**src/rtl/alu_issue_stage.sv**
```systemverilog
// RV32I OP/OP-IMM/LUI/AUIPC decode feeding the ALU through a registered two-entry skid buffer.
// Optional macro ALU_ISSUE_ILLEGAL_EN: issue unsupported encodings as flagged entries instead of dropping them.
module alu_issue_stage (
    input  logic        clk,
    input  logic        rst_n,
    input  logic        flush,
    input  logic        in_valid,
    output logic        in_ready,
    input  logic [31:0] in_insn,
    input  logic [31:0] in_pc,
    input  logic [31:0] in_rs1_val,
    input  logic [31:0] in_rs2_val,
    output logic        out_valid,
    input  logic        out_ready,
    output logic [3:0]  out_alu_ctrl,
    output logic [31:0] out_op1,
    output logic [31:0] out_op2,
    output logic [4:0]  out_rd,
    output logic        out_we,
    output logic        out_illegal
);

    typedef enum logic [3:0] {
        ALU_SLL  = 4'd0,
        ALU_SRL  = 4'd1,
        ALU_SRA  = 4'd2,
        ALU_ADD  = 4'd3,
        ALU_SUB  = 4'd4,
        ALU_XOR  = 4'd5,
        ALU_OR   = 4'd6,
        ALU_AND  = 4'd7,
        ALU_SLT  = 4'd8,
        ALU_SLTU = 4'd9,
        ALU_LUI  = 4'd10
    } alu_ctrl_e;

    typedef struct packed {
        alu_ctrl_e   ctrl;
        logic [31:0] op1;
        logic [31:0] op2;
        logic [4:0]  rd;
        logic        we;
        logic        illegal;
    } entry_t;

    logic [6:0] w_opcode;
    logic [2:0] w_f3;
    logic       w_f7_zero;
    logic       w_f7_alt;
    logic       w_legal;
    entry_t     w_dec;

    assign w_opcode  = in_insn[6:0];
    assign w_f3      = in_insn[14:12];
    assign w_f7_zero = (in_insn[31:25] == 7'b0000000);
    assign w_f7_alt  = (in_insn[31:25] == 7'b0100000);

    always_comb begin
        w_dec      = '0;
        w_dec.ctrl = ALU_ADD;
        w_dec.rd   = in_insn[11:7];
        w_legal    = 1'b1;
        case (w_opcode)
            7'b0110011, 7'b0010011: begin
                w_dec.op1 = in_rs1_val;
                if (w_opcode == 7'b0110011)
                    w_dec.op2 = in_rs2_val;
                else if (w_f3 == 3'b001 || w_f3 == 3'b101)
                    w_dec.op2 = {27'b0, in_insn[24:20]};
                else
                    w_dec.op2 = {{20{in_insn[31]}}, in_insn[31:20]};
                // OP checks funct7 on every funct3; OP-IMM only on the shift forms.
                case (w_f3)
                    3'b000: begin
                        if (w_opcode == 7'b0110011) begin
                            w_dec.ctrl = w_f7_alt ? ALU_SUB : ALU_ADD;
                            w_legal    = w_f7_zero || w_f7_alt;
                        end else begin
                            w_dec.ctrl = ALU_ADD;
                        end
                    end
                    3'b001: begin
                        w_dec.ctrl = ALU_SLL;
                        w_legal    = w_f7_zero;
                    end
                    3'b101: begin
                        w_dec.ctrl = w_f7_alt ? ALU_SRA : ALU_SRL;
                        w_legal    = w_f7_zero || w_f7_alt;
                    end
                    3'b010: w_dec.ctrl = ALU_SLT;
                    3'b011: w_dec.ctrl = ALU_SLTU;
                    3'b100: w_dec.ctrl = ALU_XOR;
                    3'b110: w_dec.ctrl = ALU_OR;
                    default: w_dec.ctrl = ALU_AND;
                endcase
                if (w_opcode == 7'b0110011 && !(w_f3 == 3'b000 || w_f3 == 3'b101))
                    w_legal = w_f7_zero;
            end
            7'b0110111: begin
                w_dec.ctrl = ALU_LUI;
                w_dec.op2  = {in_insn[31:12], 12'b0};
            end
            7'b0010111: begin
                w_dec.ctrl = ALU_ADD;
                w_dec.op1  = in_pc;
                w_dec.op2  = {in_insn[31:12], 12'b0};
            end
            default: w_legal = 1'b0;
        endcase
        w_dec.we = w_legal && (in_insn[11:7] != 5'd0);
        if (!w_legal) begin
            w_dec.ctrl = ALU_ADD;
            w_dec.op1  = '0;
            w_dec.op2  = '0;
`ifdef ALU_ISSUE_ILLEGAL_EN
            w_dec.illegal = 1'b1;
`endif
        end
    end

    entry_t r_main;
    entry_t r_skid;
    logic   r_main_valid;
    logic   r_skid_valid;
    logic   r_in_ready;

    logic w_take;
    logic w_main_free;
    logic w_main_from_skid;
    logic w_main_from_in;
    logic w_skid_load;
    logic w_main_valid_nxt;
    logic w_skid_valid_nxt;

`ifdef ALU_ISSUE_ILLEGAL_EN
    assign w_take = in_valid && r_in_ready;
`else
    assign w_take = in_valid && r_in_ready && w_legal;
`endif

    assign w_main_free = !r_main_valid || out_ready;

    always_comb begin
        w_main_from_skid = 1'b0;
        w_main_from_in   = 1'b0;
        w_skid_load      = 1'b0;
        w_main_valid_nxt = r_main_valid;
        w_skid_valid_nxt = r_skid_valid;
        if (flush) begin
            w_main_valid_nxt = 1'b0;
            w_skid_valid_nxt = 1'b0;
        end else if (w_main_free) begin
            if (r_skid_valid) begin
                w_main_from_skid = 1'b1;
                w_main_valid_nxt = 1'b1;
                w_skid_load      = w_take;
                w_skid_valid_nxt = w_take;
            end else begin
                w_main_from_in   = w_take;
                w_main_valid_nxt = w_take;
                w_skid_valid_nxt = 1'b0;
            end
        end else if (w_take) begin
            w_skid_load      = 1'b1;
            w_skid_valid_nxt = 1'b1;
        end
    end

    always_ff @(posedge clk or negedge rst_n) begin
        if (!rst_n) begin
            r_main       <= '0;
            r_skid       <= '0;
            r_main_valid <= 1'b0;
            r_skid_valid <= 1'b0;
            r_in_ready   <= 1'b1;
        end else begin
            r_main_valid <= w_main_valid_nxt;
            r_skid_valid <= w_skid_valid_nxt;
            r_in_ready   <= !w_skid_valid_nxt;
            if (w_main_from_skid)
                r_main <= r_skid;
            else if (w_main_from_in)
                r_main <= w_dec;
            if (w_skid_load)
                r_skid <= w_dec;
        end
    end

    assign in_ready     = r_in_ready;
    assign out_valid    = r_main_valid;
    assign out_alu_ctrl = r_main.ctrl;
    assign out_op1      = r_main.op1;
    assign out_op2      = r_main.op2;
    assign out_rd       = r_main.rd;
    assign out_we       = r_main.we;
    assign out_illegal  = r_main.illegal;

endmodule

```
**config.mk**
```make
export PLATFORM = sky130hd
export DESIGN_NAME = alu_issue_stage
export DESIGN_NICKNAME = d
export VERILOG_FILES = /design/src/rtl/alu_issue_stage.sv
export SDC_FILE = /design/constraint.sdc
export NUM_CORES = 1
export LEC_CHECK = 0
export ABC_AREA = 1
export CAP_MARGIN = 20
export CORE_ASPECT_RATIO = 2
export CORE_MARGIN = 2
export CORE_UTILIZATION = 30
export DETAILED_ROUTE_END_ITERATION = 8
export GPL_TIMING_DRIVEN = 0
export PLACE_DENSITY = 0.54
export SLEW_MARGIN = 20
export SYNTH_ARGS = -nofsm -noshare
export SYNTH_HDL_FRONTEND = slang
export SYNTH_SLANG_ARGS = --single-unit
```
**constraint.sdc**
```tcl
create_clock -name clk -period 1.7 [get_ports clk]
set_input_delay 0.34 -clock clk [delete_from_list [all_inputs] [get_ports clk]]
set_output_delay 0.34 -clock clk [all_outputs]
set_load 0.01 [all_outputs]
```
==> impl_metrics.ini <==
[finish]
drive_above_1_share = 0.279
utilization = 0.503
instances_no_fill = 1831
antenna_cells = 0
fin_area_um2 = 13500
multiInputGateArea_um2 = 4690
syn_to_final_growth_pct = 64.9
fillCellCount = 2677
fin_nets = 1605
regArea_um2 = 3780

[floorplanning]
die_x_um = 121
die_y_um = 238
floorplan.rows = 85
coreArea_um2 = 26900
ios = 210
die-area_um2 = 28800
start_util = 0.305

[global_route]
grt_max_degree = 88
overflow = 0
antenna_found_initial = 0
grtUsageTotal = 0.226
grt_pass1_wl_um = 49500
grt_pass1_vias = 9155

[yosys]
netlist_top_cells_area = dfrtp_1, nand2_1, nand3_1
syn_inst = 1178
ys_seq_area_frac = 0.460
synthTopCellsByCount = nand2_1, nand3_1, dfrtp_1
netlist_area_um2 = 8210
ys_async_sr_fraction = 1.00
yosys_warnings = 0
synth_top_cell_by_area = dfrtp_1
synthesis.nets = 1311
netlist-cell-type-count = 28
synth_top_cell_area_share = 0.457
synth-seq-cells = 151
synth.avg_cell_area_um2 = 6.97
synth_most_common_cell = nand2_1
synth-main-ff-cell = dfrtp_1
synth_edf_count = 0

[cts]
cts_made_buffers = 17
clock-root-buffer = clkbuf_16
clkSinkCount = 151
insertion_delay_ns = 0.43
tritoncts = done
htreeDepth = 4
clk_pin_slew_ns = 0.07
clock_path_buffers = 2

[worst_setup_path]
worstPathCellList = buf_6, inv_4, nand2_4, nor2_4, nand3_2, nand3_4, nand2_4, nand2_8, nand2_8, nand2_8, nand3_4, nand2_4, buf_12, nand2_8, buf_12, clkbuf_16, nand2_2, nand2_1
critPathBufInv = 5
cp_slowest_cell = nor2_4
worstSetupPathType = input pin to flop
max_stage_delay_ns = 0.19
path_max_fanout = 7
path_common_cell = nand2_8
critPathLaunchType = input pin
crit_family = simple AND/OR/NAND/NOR gates
cp.arrival_ns = 2.07
critPathCaptureType = flop
crit_required_ns = 2.02

[timing]
timing.final.crit_share = 1.03
finalSetupViolCount = 74
clock_skew_ns = 0.00922
timing.final.ws_setup_ns = -0.0468
maxSlewViolCount = 0
worstMarginPinSlew_ns = 0.708
period_needed_ns = 1.75
hold_violations = 0
timing.slew.headroom = 0.528
rsz0062_at_grt = yes
max_freq_mhz = 572

[drt]
avgViaCountPerCell = 4.85
wl_um = 32400
ant_nets = 0
drc_errors = 0
dr.pass1.iters = 5
num_vias = 8887
drt-initial-drc-count = 576
wl_per_cell_um = 17.7

[pwr]
ir_drop_uv = 564
leakage_nw = 7.66
powerDensity_nw_per_um2 = 637
report.power.total_mw = 8.63

[placement]
io_buffers = 208
placed_cells = 1736
place_ws_ns = -1.30
place_area_um2 = 10900
gp_congestion = 0.849
dp_hpwl_um = 22600

[outcome]
status = complete, but fails checks
violations = setup timing

[min_path]
hold_path_class = input pin to flop

[run]
max_cap_violations = 0
==> path summary, 6_finish.rpt <==
check,slack [ns],end,start,depth (start not counted)
worst min register to register,0.47,out_op1[1]$_DFFE_PN0P_,out_op1[1]$_DFFE_PN0P_,2
worst max register to register,-0.02,r_skid[30]$_DFFE_PN0P_,out_valid$_DFFE_PN0P_,12
worst min-delay path,0.33,r_skid[37]$_DFFE_PN0P_,in_insn[30],5
min in group asynchronous,0.52,out_op2[14]$_DFFE_PN0P_,rst_n,2
max in group asynchronous,0.37,out_op1[2]$_DFFE_PN0P_,rst_n,3
worst max-delay path,-0.05,out_rd[0]$_DFFE_PN0P_,in_insn[27],18
==> cells in the final DEF (no fill, tap or decap), types with 6 or more instances in the layout <==
cell / Yosys / layout
buf_12: 0 / 18
buf_16: 0 / 10
buf_2: 22 / 26
buf_4: 3 / 42
buf_6: 9 / 12
buf_8: 0 / 21
clkbuf_16: 0 / 22
clkbuf_2: 0 / 16
clkbuf_4: 0 / 13
clkdlybuf4s50_1: 0 / 114
dfrtp_1: 150 / 150
dlygate4sd2_1: 0 / 40
dlymetal6s2s_1: 0 / 36
inv_1: 36 / 25
inv_2: 6 / 9
inv_4: 0 / 6
nand2_1: 566 / 442
nand2_2: 4 / 104
nand2_4: 6 / 24
nand2_8: 0 / 6
nand3_1: 156 / 105
nand3_2: 1 / 48
nor2_1: 22 / 17
nor2_4: 1 / 10
o21ai_0: 125 / 79
o21ai_1: 0 / 44
==> through the flow <==
step / TNS [ns] / hold WS, ns
3_5_place_dp: -183.49 / 0.411
5_1_grt: -6.36 / 0.349
3_3_place_gp: -1168.94 / 0.454
4_1_cts: -0.704 / 0.365
6_report: -1.07 / 0.327
2_1_floorplan: -1.69 / 0.0444
==> registers in the layout, indices dropped and copies added (netlist names), 4 cells and up <==
name          count
r_skid           74
out_alu_ctrl      4
out_op2          32
out_rd            5
out_op1          32
==> cells by family (layout without fill, tap and decap cells) <==
family,Yosys count,count (layout),share of synthesized area
AOI/OAI and AO/OA,133,133,0.0826
buffers and inverters,127,432,0.0712
and+or+nand+nor,766,766,0.385
DFF,151,151,0.460
other,1,1,0.000457
==> timing repair <==
| action | CTS | global route |
|---|---|---|
| buffers inserted | 45 | 10 |
| pin swaps | 54 | 60 |
| gates cloned | 13 | 5 |
| resized for setup | 286 | 300 |
| endpoints found under the hold margin | 85 | 0 |
| hold buffers | 1 | 0 |
| endpoints found under the setup margin | 190 | 182 |
==> routing by layer <==
| layer | vias up | routed length [um] | part of all wire | track usage |
|---|---|---|---|---|
| li1 | 4330 | - | - | - |
| met1 | 4167 | 11500 | 0.35 | 0.235 |
| met2 | 319 | 18100 | 0.56 | 0.415 |
| met3 | 71 | 1500 | 0.046 | 0.0392 |
| met4 | 0 | 1400 | 0.043 | 0.133 |
| met5 | - | 0 | 0 | 0 |
==> layout make-up <==
class / instances / area share
Multi-Input combinational cell: 900 / 0.346
Sequential cell: 151 / 0.279
Timing Repair Buffer: 278 / 0.228
Buffer: 80 / 0.0539
Clock buffer: 22 / 0.0350
Tap cell: 348 / 0.0322
Inverter: 44 / 0.0152
Clock inverter: 8 / 0.0108
==> worst reg2reg max path: cells and delay by family, from the launching register on <==
| family | cells | cell delay (ns) |
|---|---|---|
| buffers and inverters | 6 | 0.74 |
| flip-flops | 1 | 0.37 |
| AND/OR/NAND/NOR | 6 | 0.57 |
==> report_power, final <==
part / internal (mW) / switching [mW] / leakage (nW)
clock network: 2.56 / 1.54 / 0.302
registers: 3.64 / 0.0400 / 2.09
logic: 0.464 / 0.394 / 5.26
total: 6.66 / 1.97 / 7.66
No activity file was read; power rests on OpenSTA's default activity.
